--- config.mk ---
export PLATFORM = sky130hd
export DESIGN_NAME = video_test_pattern_generator
export DESIGN_NICKNAME = d
export VERILOG_FILES = /design/src/rtl/video_test_pattern_generator.sv
export SDC_FILE = /design/constraint.sdc
export NUM_CORES = 1
export LEC_CHECK = 0
export CORE_ASPECT_RATIO = 0.6
export CORE_MARGIN = 10
export CORE_UTILIZATION = 35
export DETAILED_ROUTE_END_ITERATION = 12
export GPL_TIMING_DRIVEN = 0
export PLACE_DENSITY_LB_ADDON = 0.05
export SLEW_MARGIN = 10
export SYNTH_ARGS = -nofsm -noshare
export SYNTH_HDL_FRONTEND = slang
export SYNTH_SLANG_ARGS = --single-unit
--- constraint.sdc ---
create_clock -name pixelClock -period 5.8 [get_ports pixelClock]
set_input_delay 1.16 -clock pixelClock [delete_from_list [all_inputs] [get_ports pixelClock]]
set_output_delay 1.16 -clock pixelClock [all_outputs]
set_load 0.01 [all_outputs]
--- src/rtl/video_test_pattern_generator.sv ---
// video_test_pattern_generator: selectable RGB test pattern source with timing kept aligned to RGB.
// Ports: timing in (dataEnableIn, syncs, preamble/guard, hPosIn/vPosIn), control (modeSelect, hActive,
// solidColor, animationStep), timing out delayed 3 enabled cycles, red/green/blue, activeMode, frameCount.
module video_test_pattern_generator #(
  parameter int H_BITS = 12,
  parameter int V_BITS = 11,
  parameter int COLOR_BITS = 8,
  parameter int FRAME_COUNT_BITS = 8,
  parameter int CHECKER_SHIFT = 4
) (
  input  logic                        pixelClock,
  input  logic                        reset,
  input  logic                        pixelEnable,
  input  logic                        dataEnableIn,
  input  logic                        hSyncIn,
  input  logic                        vSyncIn,
  input  logic                        activeVideoPreambleIn,
  input  logic                        activeVideoGuardBandIn,
  input  logic [H_BITS-1:0]           hPosIn,
  input  logic [V_BITS-1:0]           vPosIn,
  input  logic [2:0]                  modeSelect,
  input  logic [H_BITS-1:0]           hActive,
  input  logic [3*COLOR_BITS-1:0]     solidColor,
  input  logic [3:0]                  animationStep,
  output logic                        dataEnableOut,
  output logic                        hSyncOut,
  output logic                        vSyncOut,
  output logic                        activeVideoPreambleOut,
  output logic                        activeVideoGuardBandOut,
  output logic [COLOR_BITS-1:0]       red,
  output logic [COLOR_BITS-1:0]       green,
  output logic [COLOR_BITS-1:0]       blue,
  output logic [2:0]                  activeMode,
  output logic [FRAME_COUNT_BITS-1:0] frameCount
);
  localparam int CB = COLOR_BITS;
  localparam int AW = (H_BITS > CB ? H_BITS : CB) + 1;
  localparam int MW = H_BITS > V_BITS ? H_BITS : V_BITS;
  localparam int FW = FRAME_COUNT_BITS < CB ? FRAME_COUNT_BITS : CB;
  localparam logic [AW-1:0] STEP = AW'(2 ** CB);
  logic [4:0] t1_q, t2_q, t3_q;
  logic [CB-1:0] hcol1_q, vcol1_q, ramp1_q;
  logic chk1_q;
  logic [2:0] idx1_q;
  logic [3*CB-1:0] rgb2_q, rgb3_q, rgb_d;
  logic [H_BITS-1:0] cnt_q, cnt_c, cnt_d, bw_m1;
  logic [2:0] idx_q, idx_c, idx_d;
  logic [AW-1:0] acc_q, acc_c, acc_d, sum;
  logic [CB-1:0] ramp_q, ramp_c, ramp_d, scroll, fcol;
  logic [2:0] mode_q;
  logic [FRAME_COUNT_BITS-1:0] fc_q;
  logic [H_BITS-1:0] hact_q;
  logic [3*CB-1:0] solid_q;
  logic [3:0] step_q;
  logic line_start, bar_end, wrap, frame_evt, chk_c;
  assign line_start = hPosIn == '0;
  assign cnt_c = line_start ? '0 : cnt_q;
  assign idx_c = line_start ? '0 : idx_q;
  assign acc_c = line_start ? '0 : acc_q;
  assign ramp_c = line_start ? '0 : ramp_q;
  assign bw_m1 = (hact_q >> 3) - H_BITS'(1);
  assign bar_end = cnt_c == bw_m1;
  assign cnt_d = bar_end ? '0 : cnt_c + H_BITS'(1);
  assign idx_d = (bar_end && idx_c != 3'd7) ? idx_c + 3'd1 : idx_c;
  // DDA: one colour step per hActive/2^CB pixels, so the ramp spans the active width
  assign sum = acc_c + STEP;
  assign wrap = sum >= AW'(hact_q);
  assign acc_d = wrap ? sum - AW'(hact_q) : sum;
  assign ramp_d = (wrap && !(&ramp_c)) ? ramp_c + CB'(1) : ramp_c;
  assign chk_c = |((MW'(hPosIn >> CHECKER_SHIFT) ^ MW'(vPosIn >> CHECKER_SHIFT)) & MW'(1));
  // t1_q[2] is the previous enabled-cycle vSync, giving the rising-edge frame event
  assign frame_evt = vSyncIn & ~t1_q[2];
  assign scroll = ramp1_q + CB'(fc_q) * CB'(step_q);
  assign fcol = CB'(fc_q >> (FRAME_COUNT_BITS - FW));
  // bar order white..black: R off for idx bit1, G off for idx bit2, B off for idx bit0
  assign rgb_d = mode_q == 3'd0 ? solid_q :
                 mode_q == 3'd1 ? {{CB{~idx1_q[1]}}, {CB{~idx1_q[2]}}, {CB{~idx1_q[0]}}} :
                 mode_q == 3'd2 ? {3{ramp1_q}} :
                 mode_q == 3'd3 ? (chk1_q ? solid_q : '0) :
                 mode_q == 3'd4 ? {hcol1_q, vcol1_q, fcol} :
                 mode_q == 3'd5 ? {3{scroll}} :
                 mode_q == 3'd6 ? {3{vcol1_q}} : '0;
  always_ff @(posedge pixelClock) begin
    if (reset) begin
      t1_q <= '0;
      t2_q <= '0;
      t3_q <= '0;
      hcol1_q <= '0;
      vcol1_q <= '0;
      ramp1_q <= '0;
      chk1_q <= 1'b0;
      idx1_q <= '0;
      rgb2_q <= '0;
      rgb3_q <= '0;
      cnt_q <= '0;
      idx_q <= '0;
      acc_q <= '0;
      ramp_q <= '0;
      mode_q <= '0;
      fc_q <= '0;
      hact_q <= '0;
      solid_q <= '0;
      step_q <= '0;
    end else if (pixelEnable) begin
      t1_q <= {dataEnableIn, hSyncIn, vSyncIn, activeVideoPreambleIn, activeVideoGuardBandIn};
      hcol1_q <= CB'(hPosIn);
      vcol1_q <= CB'(vPosIn);
      chk1_q <= chk_c;
      idx1_q <= idx_c;
      ramp1_q <= ramp_c;
      if (dataEnableIn) begin
        cnt_q <= cnt_d;
        idx_q <= idx_d;
        acc_q <= acc_d;
        ramp_q <= ramp_d;
      end
      if (frame_evt) begin
        mode_q <= modeSelect;
        hact_q <= hActive;
        solid_q <= solidColor;
        step_q <= animationStep;
        fc_q <= fc_q + FRAME_COUNT_BITS'(1);
      end
      t2_q <= t1_q;
      rgb2_q <= rgb_d;
      t3_q <= t2_q;
      rgb3_q <= t2_q[4] ? rgb2_q : '0;
    end
  end
  assign {dataEnableOut, hSyncOut, vSyncOut, activeVideoPreambleOut, activeVideoGuardBandOut} = t3_q;
  assign {red, green, blue} = rgb3_q;
  assign activeMode = mode_q;
  assign frameCount = fc_q;
endmodule

# After elaboration in Yosys (flattened, before gate mapping)
# Index checks and enable logic that the tools add are counted.
[totals] register_bits=178 latchBits=0 ram_bits=0 romBits=0 input_bits=74 output_inout_bits=40 mem_count=0
[classes] addsub=8 mul=1 n_div=0 magnitude_cmp=1 n_eq_ne=8 shifts=0 muxes=17 bitwise_logic=6 reduce_logical=8
[op_table] operator="$mux 24" n=9
[op_table] operator="$mux 13" n=2
[op_table] operator="$mux 12" n=2
[op_table] operator="$add 8x1->8 const B" n=2
[op_table] operator="$mux 8" n=2
[op_table] operator="$add 13x9->13 const B" n=1
[op_table] operator="$ge 13x12->1" n=1
[op_table] operator="$sub 13x12->13" n=1
[op_table] operator="$add 12x1->12 const B" n=1
[op_table] operator="$eq 12x12->1" n=1
[op_table] operator="$logic_not 12->1" n=1
[op_table] operator="$sub 9x1->10 const B" n=1
[op_table] operator="$eq 3x3->1 const B" n=3
[op_table] operator="$add 8x8->8" n=1
[op_table] operator="$mul 8x4->8" n=1
[op_table] operator="$reduce_and 8->1" n=1
[op_table] operator="$eq 3x2->1 const B" n=2
[op_table] operator="$mux 3" n=2
[op_table] operator="$not 1->1" n=4
[op_table] operator="$reduce_and 2->1" n=2
[op_table] operator="$add 3x1->3 const B" n=1
[op_table] operator="$eq 3x1->1 const B" n=1
[op_table] operator="$logic_not 3->1" n=1
[op_table] operator="$ne 3x3->1 const B" n=1
[op_table] operator="4 further kinds" n=5

# Depth between registers and ports, before layout
[logic_depth] ltp_word=8 depth_mapped=18 mapped_depth_nobuf=15

# Least setup slack after synthesis
# Ideal clock, no wire load.
[synth_timing] path_kind="input -> register" from="in hPosIn[2]" to="reg acc_q[5]" setup_time_ns=0.059 t_arrival_ns=4.716 t_required_ns=5.741 path_slack_ns=1.026 stages=17 n_path_buf=4 cell_sequence="nor4_1 nand3_1 clkbuf_1 clkbuf_1 clkbuf_1 and2_1 ha_1 xnor2_1 ha_1 and3_1 a41oi_1 o21ai_0 a221oi_1 buf_2 a21oi_1 nor2_1 a22o_1"
[synth_via] elab_chain_len=5 elab_cells_between_ends=6 cone_classes="add/sub: 2; order compare: 1; mux: 2; reduce/logical: 1"
[synth_lines] element="start: declaration" line="19" source="input logic [H_BITS-1:0] hPosIn,"
[synth_lines] element="$logic_not 12->1 (*)" line="56" source="assign line_start = hPosIn == '0;"
[synth_lines] element="$mux 13 (*)" line="59" source="assign acc_c = line_start ? '0 : acc_q;"
[synth_lines] element="$add 13x9->13 (*)" line="66" source="assign sum = acc_c + STEP;"
[synth_lines] element="$sub 13x12->13 or $ge 13x12->1 (tied branches)" line="68, 67"
[synth_lines] element="$mux 13 (*)" line="68" source="assign acc_d = wrap ? sum - AW'(hact_q) : sum;"
[synth_lines] element="end signal: assignment" line="97" source="acc_q <= '0;"
[synth_lines] element="end signal: assignment" line="114" source="acc_q <= acc_d;"
[synth_lines] element="end: declaration" line="48" source="logic [AW-1:0] acc_q, acc_c, acc_d, sum;"
# Mark *: on every way between the ends. The rest lies on a longest branch, timed or not.
# A chain may end at the register's enable or synchronous reset.

# Worst setup path after layout
[layout_timing] from="in hPosIn[4]" to="reg ramp_q[7]"
[layout_via] elab_chain_len=6 elab_cells_between_ends=10 cone_classes="add/sub: 2; order compare: 1; mux: 3; reduce/logical: 4"
[layout_lines] element="$logic_not 12->1 (*)" line="56"
[layout_lines] element="$mux 13 or $mux 8 (tied branches)" line="59, 60"
[layout_lines] element="$add 13x9->13 or $reduce_and 8->1 (tied branches)" line="66, 69"
[layout_lines] element="$ge 13x12->1 or $logic_not 1->1 (tied branches)" line="67, 69"
[layout_lines] element="$logic_and 1x1->1" line="69" source="assign ramp_d = (wrap && !(&ramp_c)) ? ramp_c + CB'(1) : ramp_c;"
[layout_lines] element="$mux 8 (*)" line="69"
[layout_lines] element="end signal: assignment" line="115" source="ramp_q <= ramp_d;"
[layout_lines] element="end: declaration" line="49" source="logic [CB-1:0] ramp_q, ramp_c, ramp_d, scroll, fcol;"
# Marks and branches as above.

==> impl_metrics.ini <==
[sta]
rsz0062_at_grt = no
slew_violations = 0
max_freq_ghz = 0.188
setup_violations = 0
max_slew_margin_pct = 31.3
tns_ns = 0
fin_hold_ws_ns = 0.447
fin_crit_ns = 5.32
worstMarginPinSlew_ns = 1.03
hold_viol_final = 0
post-route-period-util_pct = 91.8
clock-skew-final_ns = 0.0170

[job]
max_cap_viol_count = 0

[cells_and_area]
final_common_cell = dfxtp_1
final_cell_mix = 178 x dfxtp_1, 167 x nand2_1, 125 x nor2_1
diodes = 0
drive_above_1_share_pct = 3.73
multiInputGateArea_sq_um = 5360
fin_nets = 1397
seq_area_sq_um = 3560
fill_cells = 2743
synthToLayoutAreaGrowth_pct = 23.1

[synth]
yosys_most_used_dff = dfxtp_1
yosys_warnings = 0
synthArstFlopShare_pct = 0
ys_types = 68
synth_nets = 1268
syn_inst = 1149
synth-edff-count = 0
syn-cell-area_sq_um = 9320
syn_area_per_cell_sq_um = 8.11
ys_seq_elements = 178
yosysSeqAreaShare_pct = 38.2

[power_and_ir_drop]
vdd_ir_drop_max_uv = 154
finalPower_uw = 3040
power.density_nw_per_um2 = 265
p_leak_uw = 0.00425

[die]
die_area_sq_um = 33800
ioPinCount = 114
die_w_microns = 231
initial_utilization_pct = 35.4
core_area_sq_um = 26300
row_count = 46
die_h_microns = 146

[grt]
grt_pass1_vias = 8157
grt_usage_pct = 19.6
grt_pass1_wl_mm = 50.7
grt-ovfl-total = 0
grt_max_degree = 17
antenna_found_initial = 1

[detailed_routing]
drt_iter0_markers = 661
antenna_left = 0
drtPass1Iterations = 7
wl_mm = 33.2
wl_per_cell_microns = 20.1
dr_total_vias = 8723
drcViolationCount = 0
avgViaCountPerCell = 5.30

[worst_setup_path]
slowest_delay_ns = 0.60
path_common_cell = ha_1
startpoint_type = primary input
worstPathMaxFanout = 21
endpoint_kind = flop
worstSetupPathType = primary input to flop
critPathBufInv = 3
slowest_stage = clkdlybuf4s50_1
crit_family = simple AND/OR/NAND/NOR gates
arrival_ns = 5.69
path_cells = clkdlybuf4s50_1 -> nor4_4 -> nand3_4 -> clkbuf_2 -> and2_1 -> ha_1 -> xnor2_1 -> ha_1 -> and3_1 -> a41oi_1 -> o21ai_0 -> a221oi_2 -> buf_4 -> nor2_1 -> nand3_1 -> or3_1 -> a21oi_1
required_ns = 6.16

[clocking]
cts.reportedPaths.clkPinSlew_ns = 0.07
htreeDepth = 4
cts_buffers = 17
root_buffer = clkbuf_16
cts_max_path_buffers = 2
clk_latency_ns = 0.45
ctsHoldBuffers = 0
cts_tree = built
clock_sinks = 178

[placement]
io_buffers = 109
place_congestion = 0.902
dpl.hpwl_mm = 26.1

[status]
outcome = completed

[hold_path]
hp-class = flop to flop
## cells in the mapped netlist (10+ instances only)
library cell / instances / share of area (%)
nor3_1: 18 / 0.97
nor2_1: 126 / 5.1
inv_1: 44 / 1.8
clkbuf_1: 57 / 2.3
nand2_1: 167 / 6.7
ha_1: 30 / 4.0
and2_1: 32 / 2.1
a21oi_1: 124 / 6.7
xnor2_1: 24 / 2.3
nand4_1: 10 / 0.67
buf_1: 13 / 0.52
a22oi_1: 29 / 2.3
a21o_1: 13 / 1.0
o21ai_0: 37 / 2.0
xor2_1: 21 / 2.0
nand3_1: 29 / 1.6
dfxtp_1: 178 / 38
fa_1: 15 / 3.2
mux2i_1: 33 / 3.5
## what timing repair did
item	in CTS	in global routing
pin swaps	0	1
setup buffers	1	2
setup endpoints to repair	20	20
gates cloned	0	0
gates resized for setup	11	3
## routing by layer
metal	vias to the layer above	track usage, %	wire [microns]
met3	17	4.76	2200
met5	-	0	0
met4	0	4.81	347
met2	280	24.1	11800
met1	4155	31.7	18800
li1	4271	-	-
## state kept, by name, indices dropped and copies added (netlist names)
name        flops
t2_q            5
idx_q           3
activeMode      3
rgb2_q         24
ramp1_q         8
solid_q        24
hcol1_q         8
acc_q          13
chk1_q          1
ramp_q          8
frameCount      8
rgb3_q         24
cnt_q          12
step_q          4
idx1_q          3
t3_q            5
hact_q         12
t1_q            5
vcol1_q         8
## stage by stage
stage	util, %	std cells	worst slack, ns	cell area [sq um]
after CTS	43.6	1647	0.0144	11500
final	43.6	1647	0.477	11500
after global placement	41.3	1618	-1.70	10900
after floorplan	-	1149	1.03	9320
after global routing	43.6	1647	0.147	11500
after detailed placement	41.3	1618	-1.66	10900
## logic make-up after synthesis
logic type	after synthesis	synth area share [%]
AOI/OAI and AO/OA	287	19.7
xor gates and xnor gates	47	4.71
adders and majority gates	45	7.25
buffers and inverters	120	5.01
DFF	178	38.2
muxes	33	3.54
and+or+nand+nor	439	21.5
## final cells by class
type / count / share of cell area [%]
buffer: 74 / 2.59
clock buffer: 22 / 4.04
clock inverter: 6 / 0.523
inverter: 44 / 1.44
multi-input combinational: 851 / 46.7
sequential: 178 / 31.0
tap: 360 / 3.92
timing repair buffer: 112 / 9.70
## path summary, 6_finish.rpt
| check | from | to | slack [ns] | cells past startpoint |
|---|---|---|---|---|
| worst min-delay path | acc_q[4] | acc_q[4] | 0.45 | 2 |
| worst max register to register | frameCount[2] | rgb2_q[5] | 1.01 | 15 |
| worst max-delay path | hPosIn[4] | ramp_q[7] | 0.48 | 17 |
| worst min register to register | acc_q[4] | acc_q[4] | 0.45 | 2 |
## power breakdown
group          internal (uW)  switching (uW)  leakage [uW]  total (uW)
registers               1280            50.6       0.00145        1330
clock network            601             477      0.000254        1080
logic                    268             368       0.00255         635
total                   2150             895       0.00425        3040
## worst min-delay path, delay by kind of cell, from the launching register on
kind	cells	cell delay, ns
DFF	1	0.32
AOI/OAI and AO/OA	1	0.05
and+or+nand+nor	1	0.04
(Power assumes the default switching activity.)
